--- src/rtl/frame_writer_pkg.sv ---
`timescale 1ns/1ps
// Shared types and constants for the frame_writer pixel-to-framebuffer block.
package frame_writer_pkg;

    localparam int unsigned DIM_W = 8;
    localparam int unsigned RGB_W = 24;
    localparam int unsigned CRC_W = 16;

    typedef enum logic [0:0] {
        IDLE   = 1'b0,
        ACTIVE = 1'b1
    } state_t;

    typedef struct packed {
        logic [7:0] red;
        logic [7:0] green;
        logic [7:0] blue;
    } rgb_t;

    localparam logic [CRC_W-1:0] CRC_POLY = 16'h1021;
    localparam logic [CRC_W-1:0] CRC_INIT = 16'hFFFF;

    // One MSB-first CRC-16-CCITT byte update.
    function automatic logic [CRC_W-1:0] crc16_byte(input logic [CRC_W-1:0] crc,
                                                    input logic [7:0]       data);
        logic [CRC_W-1:0] c;
        c = crc ^ {data, 8'h00};
        for (int i = 0; i < 8; i++) begin
            c = c[CRC_W-1] ? ((c << 1) ^ CRC_POLY) : (c << 1);
        end
        return c;
    endfunction

endpackage

--- src/rtl/frame_writer_crc16.sv ---
`timescale 1ns/1ps
// Combinational CRC-16-CCITT update over one pixel, bytes taken R, G, B in order.
module frame_writer_crc16
    import frame_writer_pkg::*;
(
    input  logic [CRC_W-1:0] crc,
    input  rgb_t             pixel,
    output logic [CRC_W-1:0] crc_next_c
);

    always_comb begin
        crc_next_c = crc16_byte(crc16_byte(crc16_byte(crc, pixel.red), pixel.green), pixel.blue);
    end

endmodule

--- src/rtl/frame_writer.sv ---
`timescale 1ns/1ps
// Pixel stream sink: checks framing against latched dimensions and issues linear framebuffer writes.
// Define FRAME_WRITER_CRC_EN to add the per-frame CRC-16 output frame_crc.
module frame_writer
    import frame_writer_pkg::*;
#(
    parameter int unsigned ADDR_W    = 16,
    parameter int unsigned ERR_CNT_W = 8
) (
    input  logic                 clk,
    input  logic                 reset,
    input  logic [DIM_W-1:0]     image_width,
    input  logic [DIM_W-1:0]     image_height,
    input  logic                 validRead,
    output logic                 ReadyExternal,
    input  logic                 Sof,
    input  logic                 lastX,
    input  logic [7:0]           red,
    input  logic [7:0]           green,
    input  logic [7:0]           blue,
    output logic                 wr_valid,
    input  logic                 wr_ready,
    output logic [ADDR_W-1:0]    wr_addr,
    output logic [RGB_W-1:0]     wr_data,
    output logic                 frame_done,
    output logic                 busy,
    input  logic                 clear_err,
    output logic                 error,
`ifdef FRAME_WRITER_CRC_EN
    output logic [ERR_CNT_W-1:0] err_count,
    output logic [CRC_W-1:0]     frame_crc
`else
    output logic [ERR_CNT_W-1:0] err_count
`endif
);

    state_t             state_q, state_d;
    logic [DIM_W-1:0]   x_q, x_d, y_q, y_d, w_q, w_d, h_q, h_d;
    logic [DIM_W-1:0]   cx, cy, cw, ch;
    logic [ADDR_W-1:0]  addr_q, addr_d, base_q, base_d, ca, cb, write_addr_c;
    logic               drop_q, drop_d;
    logic               accept_c, sof_ok_c, write_c, last_c, err_evt_c;
    logic               x_end_c, line_end_c, frame_end_c;
    logic               wr_last;
    rgb_t               pix_c;

    assign ReadyExternal = !wr_valid || wr_ready;
    assign accept_c      = validRead && ReadyExternal;
    assign sof_ok_c      = accept_c && Sof && (image_width != '0) && (image_height != '0);
    assign pix_c         = {red, green, blue};
    assign busy          = (state_q == ACTIVE);

    // Next-state, position tracking and error detection for one accepted pixel.
    always_comb begin
        state_d      = state_q;
        x_d          = x_q;
        y_d          = y_q;
        w_d          = w_q;
        h_d          = h_q;
        addr_d       = addr_q;
        base_d       = base_q;
        drop_d       = drop_q;
        write_c      = 1'b0;
        last_c       = 1'b0;
        err_evt_c    = 1'b0;
        write_addr_c = '0;
        cx           = '0;
        cy           = '0;
        cw           = w_q;
        ch           = h_q;
        ca           = '0;
        cb           = '0;
        x_end_c      = 1'b0;
        line_end_c   = 1'b0;
        frame_end_c  = 1'b0;

        if (accept_c) begin
            if (Sof) begin
                drop_d = 1'b0;
                if (sof_ok_c) begin
                    // Restart from origin with freshly latched dimensions.
                    write_c   = 1'b1;
                    cw        = image_width;
                    ch        = image_height;
                    w_d       = image_width;
                    h_d       = image_height;
                    err_evt_c = (state_q == ACTIVE);
                end else begin
                    err_evt_c = 1'b1;
                    state_d   = IDLE;
                end
            end else if (state_q == ACTIVE) begin
                write_c = 1'b1;
                cx      = x_q;
                cy      = y_q;
                ca      = addr_q;
                cb      = base_q;
            end else begin
                // Only the first pixel of a contiguous drop run raises an error.
                drop_d    = 1'b1;
                err_evt_c = !drop_q;
            end

            if (write_c) begin
                drop_d       = 1'b0;
                write_addr_c = ca;
                x_end_c      = (cx == cw - DIM_W'(1));
                line_end_c   = x_end_c || lastX;
                frame_end_c  = line_end_c && (cy == ch - DIM_W'(1));
                if (x_end_c != lastX) begin
                    err_evt_c = 1'b1;
                end
                if (frame_end_c) begin
                    state_d = IDLE;
                    last_c  = 1'b1;
                    x_d     = '0;
                    y_d     = '0;
                    addr_d  = '0;
                    base_d  = '0;
                end else if (line_end_c) begin
                    state_d = ACTIVE;
                    x_d     = '0;
                    y_d     = cy + DIM_W'(1);
                    base_d  = cb + ADDR_W'(cw);
                    addr_d  = cb + ADDR_W'(cw);
                end else begin
                    state_d = ACTIVE;
                    x_d     = cx + DIM_W'(1);
                    y_d     = cy;
                    base_d  = cb;
                    addr_d  = ca + ADDR_W'(1);
                end
            end
        end
    end

    // State and position registers.
    always_ff @(posedge clk or negedge reset) begin
        if (!reset) begin
            state_q <= IDLE;
            x_q     <= '0;
            y_q     <= '0;
            w_q     <= '0;
            h_q     <= '0;
            addr_q  <= '0;
            base_q  <= '0;
            drop_q  <= 1'b0;
        end else begin
            state_q <= state_d;
            x_q     <= x_d;
            y_q     <= y_d;
            w_q     <= w_d;
            h_q     <= h_d;
            addr_q  <= addr_d;
            base_q  <= base_d;
            drop_q  <= drop_d;
        end
    end

    // Single-entry write output stage; held while the framebuffer stalls.
    always_ff @(posedge clk or negedge reset) begin
        if (!reset) begin
            wr_valid   <= 1'b0;
            wr_addr    <= '0;
            wr_data    <= '0;
            wr_last    <= 1'b0;
            frame_done <= 1'b0;
        end else begin
            if (write_c) begin
                wr_valid <= 1'b1;
                wr_addr  <= write_addr_c;
                wr_data  <= pix_c;
                wr_last  <= last_c;
            end else if (wr_ready) begin
                wr_valid <= 1'b0;
            end
            frame_done <= wr_valid && wr_ready && wr_last;
        end
    end

    // Sticky error flag and saturating counter; a same-cycle event beats clear.
    always_ff @(posedge clk or negedge reset) begin
        if (!reset) begin
            error     <= 1'b0;
            err_count <= '0;
        end else if (err_evt_c) begin
            error <= 1'b1;
            if (clear_err) begin
                err_count <= ERR_CNT_W'(1);
            end else if (err_count != '1) begin
                err_count <= err_count + ERR_CNT_W'(1);
            end
        end else if (clear_err) begin
            error     <= 1'b0;
            err_count <= '0;
        end
    end

`ifdef FRAME_WRITER_CRC_EN
    logic [CRC_W-1:0] crc_q, crc_seed_c, crc_next_c;

    assign crc_seed_c = sof_ok_c ? CRC_INIT : crc_q;

    frame_writer_crc16 u_crc16 (
        .crc        (crc_seed_c),
        .pixel      (pix_c),
        .crc_next_c (crc_next_c)
    );

    always_ff @(posedge clk or negedge reset) begin
        if (!reset) begin
            crc_q <= CRC_INIT;
        end else if (write_c) begin
            crc_q <= crc_next_c;
        end
    end

    assign frame_crc = crc_q;
`endif

endmodule

--- config.mk ---
export PLATFORM = sky130hd
export DESIGN_NAME = frame_writer
export DESIGN_NICKNAME = d
export VERILOG_FILES = /design/src/rtl/frame_writer_pkg.sv /design/src/rtl/frame_writer_crc16.sv /design/src/rtl/frame_writer.sv
export SDC_FILE = /design/constraint.sdc
export NUM_CORES = 1
export LEC_CHECK = 0
export CORE_MARGIN = 1
export CORE_UTILIZATION = 37
export DETAILED_ROUTE_END_ITERATION = 8
export PLACE_DENSITY = 0.67
export SETUP_SLACK_MARGIN = 0.1
export SLEW_MARGIN = 25
export SYNTH_ARGS = -nofsm -noshare
export SYNTH_HDL_FRONTEND = slang
export SYNTH_HIERARCHICAL = 1
export SYNTH_SLANG_ARGS = --single-unit
export TNS_END_PERCENT = 20
--- constraint.sdc ---
create_clock -name clk -period 5.05 [get_ports clk]
set_input_delay 1.515 -clock clk [delete_from_list [all_inputs] [get_ports clk]]
set_output_delay 1.515 -clock clk [all_outputs]
set_load 0.05 [all_outputs]
Word level (Yosys, flattened, before mapping)
Index checks and enable logic that the tools add are counted.
Cells by class
  $add $sub $neg: 7
  equal/unequal tests: 6
  mux-type cells: 57
  reductions and logical operators: 21
Operator list (number)
  2-to-1 mux 16 bit: 12
  2-to-1 mux 8 bit: 20
  2-to-1 mux 1 bit: 25
  adder 8 x 1 -> 8 bit (second input constant): 3
  adder 16 x 1 -> 16 bit (second input constant): 1
  adder 16 x 8 -> 16 bit: 1
  == test 8 bit: 2
  nonzero test 8 bit: 2
  subtractor 8 x 1 -> 8 bit (second input constant): 2
  inequality test 8 bit (second input constant): 1
  nonzero test 2 bit: 4
  logical AND 1 bit: 7
  AND reduction 2 bit: 3
  inequality test 3 x 2 -> 1 bit (second input constant): 1
  AND reduction 3 bit: 1
  zero test 1 bit: 2
  logical OR 1 bit: 2
  inequality test 2 x 1 -> 1 bit (second input constant): 1
  inequality test 1 bit: 1
Storage, ports and cells
  bits in registers: 118
  output and inout bits: 53
  word-level logic and storage cells: 106

Logic depth before layout (Yosys ltp)
  word-level depth: 17
  depth in mapped cells: 22
  depth with buffers taken out: 19

Worst setup path before layout
OpenSTA, ideal clock, no wires.
  path type: in2reg
  start: in image_height[3]
  end: reg base_q[12]
  setup time: 121 ps
  arrival time: 5879 ps
  required time: 4929 ps
  slack: -950 ps
  stages on the path: 18
  path buffers: 4
  cells stage by stage: or4_4 > or3_4 > buf_6 > nand2_1 > buf_4 > mux2_2 > nor4_1 > and3_1 > a2111o_1 > o211ai_1 > ha_1 > clkbuf_1 > a311o_1 > nand4bb_4 > or4_4 > buf_6 > a31o_1 > a22o_1
On the way
  cells in the longest elaborated chain, start to end: 10
  elaborated cells between the ends (all ways): 21
Ends and longest elaborated chain
  from (decl): RTL line frame_writer.sv:13  | input logic [DIM_W-1:0] image_height,
  nonzero test 8 bit: RTL line frame_writer.sv:49  | assign sof_ok_c = accept_c && Sof && (image_width != '0) && (image_height != '0);
  logical AND 1 bit: RTL line frame_writer.sv:49
  2-to-1 mux 8 bit
  2-to-1 mux 8 bit: RTL line frame_writer.sv:78  | if (Sof) begin
  2-to-1 mux 8 bit: RTL line frame_writer.sv:77  | if (accept_c) begin
  subtractor 8 x 1 -> 8 bit: RTL line frame_writer.sv:107  | x_end_c = (cx == cw - DIM_W'(1));
  == test 8 bit: RTL line frame_writer.sv:107
  logical OR 1 bit: RTL line frame_writer.sv:108  | line_end_c = x_end_c || lastX;
  2-to-1 mux 16 bit or logical AND 1 bit (tied branches): RTL line frame_writer.sv:120, frame_writer.sv:109
  2-to-1 mux 16 bit: RTL line frame_writer.sv:113  | if (frame_end_c) begin
  to (signal assigned): RTL line frame_writer.sv:155  | base_q <= base_d;
  to (decl): RTL line frame_writer.sv:40  | logic [ADDR_W-1:0] addr_q, addr_d, base_q, base_d, ca, cb, write_addr_c;
Several ways; a longest one is shown, not always the timed one. The select of a mux whose other input is x is not followed.
A chain may end at the register's enable or synchronous reset.

Final worst setup path
  start: in image_height[6]
  end: reg base_q[12]
Same word-level chain as after synthesis.

==> run summary <==
Result of the run = complete, but fails checks
Violated checks = design-rule violations, negative setup slack
Reg2reg path depth = 14
Cell variety after synth = 68
Worst Hold Depth = 2
Upper clock frequency limit = 186 MHz
Number of register bits inferred by synthesis = 118
Total via count after detailed routing = 6682
Clock tree from TritonCTS = yes
Minimum clock period after layout = 5.38 ns
Overall fraction of global-route tracks in use = 0.214
Post-layout total power = 4.03 mW
Vertical die dimension = 139 µm
WHS Endpoint = wr_data[7]$_DFFE_PN0P_
Setup repair after global routing missed its margin = yes
Post-synthesis average cell area = 8.85 µm²
Hold Violations, Final = 0
Count of placed standard cells in the final layout, fillers left out = 1216
# nets final = 1039
Area used by sequential logic in the layout = 0.00295 mm²
Startpoint of the lowest-slack hold path = wr_data[7]$_DFFE_PN0P_
Clock edge transition at the registers on the reported setup and hold paths = 0.06 ns
Setup skew after layout = 0.00720 ns
Initial DRT Pass Iterations = 7
Type of the most critical hold path = reg2reg
Crit Reg-Reg Startpoint = wr_valid$_DFFE_PN0P_
Area growth from synthesis to layout = 42.0%
Slew Limit Fails = 0
Max-cap viol count = 0
Input/output buffers = 99
Leakage dissipation = 4.42 nW
Fillers = 1621
Post-detailed-routing wire length = 19300 µm
Count of synthesis-stage warnings from yosys = 6
Final-report setup violation count = 52
Clock root cell = clkbuf_16
Area enclosed by the die boundary = 0.0192 mm²
Required arrival time at the worst endpoint = 5.37 ns
Ports placed on the boundary = 100
Later-pin clock latency in the skew report = 0.42 ns
Layout cells sized above 1 = 0.222
Number of antenna violations at the first check in global routing = 0
Final antenna-violating net count = 0
Post-route setup slack = -0.333 ns
# diodes = 0
Headroom to the max-slew limit = 0.443
Prevailing post-synth register cell = dfrtp_1
Detail-routed via count per cell = 5.50
DRC Markers = 7
Pin count of the biggest net entering global routing = 62
Final worst-path cycle share = 1.07
Number of cells in the design after placement = 1173
Startpoint kind of the worst setup timing path = input port
Die extent in x = 139 µm
Core area = 0.0181 mm²
Number of global-route vias before repair = 6698
First DRT Iteration DRCs = 405
Max FO, Critical Path = 7
Share of the yosys chip area belonging to registers = 0.427
Peak ir drop on the vdd network = 0.000268 V
Actual slew at the worst max-slew pin = 0.836 ns
EDFF count, synth = 0
Gpl congestion = 0.841
CTS H-tree lvls = 4
Dpl hpwl = 13200 µm
Number of standard-cell rows in the floorplan = 49
First-pass GRT wire length = 33400 µm
Type of the setup path with the least slack = in2reg
Clock tree sinks = 118
Number of cells produced by synthesis = 781
Endpoint kind of the worst setup timing path = flop
Effective utilization at floorplan = 0.381
Register-to-register path setup slack = 1.03 ns
Net Count, Synth = 844
Total congestion overflow = 0
Areal power density over the cells = 411 mW/mm²
Data arrival time of the critical path = 5.70 ns
Async set-reset flop share out of synthesis = 1.00
Area of the multi-input gates = 0.00396 mm²
Drt wl/cell = 15.9 µm
RR Endpoint = base_q[12]$_DFFE_PN0P_
Post-synth design cell area = 0.00692 mm²
Longest Clk Path Bufs = 2
Cts bufs inserted = 17
==> sequential cells by signal, indices dropped and copies added, names as in the netlist <==
name and flops:
wr_data 24, addr_q 16, base_q 16, wr_addr 16, err_count 8, h_q 8
w_q 8, x_q 8, y_q 8, busy 1, drop_q 1, error 1
frame_done 1, wr_last 1, wr_valid 1
==> where the power goes <==
part | switching, mW | internal (mW) | leakage, nW
registers | 0.188 | 1.15 | 1.53
logic | 0.871 | 0.624 | 2.62
clock network | 0.446 | 0.755 | 0.277
==> critical path, cell delays in order <==
cell,delay [ns]
buf_6,0.09
or4_4,0.52
or3_4,0.42
nand2_4,0.12
mux2_4,0.35
xnor2_4,0.14
or4_4,0.42
a311oi_2,0.26
o211ai_1,0.15
ha_2,0.20
a311o_1,0.31
nand4bb_4,0.21
or4_4,0.56
a31o_1,0.23
a22o_1,0.19
==> layer usage <==
metal  up-vias  track usage  wire length [µm]  part of all wire
met5         -            0                 0                 0
met4         0       0.0778               387             0.020
met3        39       0.0418               976             0.051
met2       215        0.359              9400              0.49
met1      3224        0.275              8530              0.44
li1       3204            -                 -                 -
==> final cells by class <==
cell class / instances / share of cell area
Clock buffer: 21 / 0.0479
Clock inverter: 9 / 0.0104
Inverter: 20 / 0.00790
Multi-Input combinational cell: 600 / 0.403
Sequential cell: 118 / 0.301
Tap cell: 229 / 0.0292
Timing Repair Buffer: 219 / 0.201
==> cells in the final DEF (no fill, tap or decap), drive strengths merged, types with 18 or more instances in the layout <==
cell,count
o21ai,49
nor2,41
clkbuf,23
buf,124
xnor2,18
a21oi,22
xor2,18
inv,20
a22o,28
nand2,167
nand3,29
nor3,19
clkdlybuf4s50,83
dfrtp,118
==> kinds of logic after synthesis <==
kind of cell / Yosys count / share of synthesized area
multiplexers: 14 / 0.0226
flip-flops: 118 / 0.427
adder cells (fa/ha/maj): 18 / 0.0329
AO/OA/AOI/OAI: 175 / 0.178
XOR/XNOR: 36 / 0.0456
AND/OR/NAND/NOR: 357 / 0.256
buffers and inverters: 63 / 0.0376
==> timing repair <==
action | CTS | global route
pin swaps | 28 | 21
endpoints found under the setup margin | 59 | 56
endpoints found under the hold margin | 0 | 0
hold buffers | 0 | 0
resized for setup | 65 | 33
setup buffers | 7 | 6
==> worst max path at each step <==
stage                     cells past startpoint  slack, ns            start                      to
after floorplan                              18      -0.81  image_height[3]  base_q[12]$_DFFE_PN0P_
after global placement                       18      -1.08  image_height[3]  base_q[12]$_DFFE_PN0P_
after detailed placement                     18      -1.16  image_height[3]  base_q[12]$_DFFE_PN0P_
after CTS                                    18      -0.24  image_height[6]  base_q[12]$_DFFE_PN0P_
after global routing                         23      -0.47         wr_ready      y_q[6]$_DFFE_PN0P_
final                                        15      -0.33  image_height[6]  base_q[12]$_DFFE_PN0P_
==> synthesized netlist by cell type (3+ instances only) <==
| library cell | count | area share |
|---|---|---|
| inv_1 | 20 | 0.011 |
| a32o_1 | 3 | 0.0043 |
| o311ai_0 | 3 | 0.0038 |
| a22o_1 | 28 | 0.035 |
| nor3_1 | 18 | 0.013 |
| nand4b_1 | 3 | 0.0038 |
| clkbuf_1 | 30 | 0.016 |
| o211ai_1 | 4 | 0.0043 |
| nand4_1 | 16 | 0.014 |
| mux2i_1 | 4 | 0.0058 |
| xor2_1 | 18 | 0.023 |
| o21ai_1 | 4 | 0.0029 |
| or4_4 | 4 | 0.0065 |
| nand3_1 | 29 | 0.021 |
| nand2b_1 | 5 | 0.0045 |
| nor2b_1 | 11 | 0.010 |
| buf_2 | 4 | 0.0029 |
| buf_1 | 6 | 0.0033 |
| and2_1 | 15 | 0.014 |
| xnor2_1 | 18 | 0.023 |
| and3_1 | 14 | 0.013 |
| dfrtp_1 | 118 | 0.43 |
| or4_1 | 6 | 0.0065 |
| nor4_1 | 10 | 0.0090 |
| a22oi_1 | 3 | 0.0033 |
| a21oi_1 | 22 | 0.016 |
| nor2_1 | 40 | 0.022 |
| mux2_2 | 9 | 0.015 |
| a211oi_1 | 6 | 0.0065 |
| a31oi_1 | 6 | 0.0054 |
| ha_1 | 15 | 0.027 |
| or3_1 | 6 | 0.0054 |
| nand2_1 | 167 | 0.091 |
| a21o_1 | 8 | 0.0087 |
| o31ai_1 | 17 | 0.018 |
| o21ai_0 | 45 | 0.033 |
==> per-stage QoR <==
step | setup slack [ns] | hold slack [ns] | cell area, µm² | utilization | TNS, ns
2_1_floorplan | -0.811 | 0.439 | 6960 | - | -31.24
3_3_place_gp | -1.08 | 0.454 | 8900 | 0.491 | -51.03
3_5_place_dp | -1.16 | 0.459 | 8900 | 0.491 | -56.44
4_1_cts | -0.236 | 0.476 | 9640 | 0.531 | -6.26
5_1_grt | -0.470 | 0.504 | 9820 | 0.541 | -18.59
6_report | -0.333 | 0.471 | 9820 | 0.541 | -9.57
(Power assumes the default switching activity.)
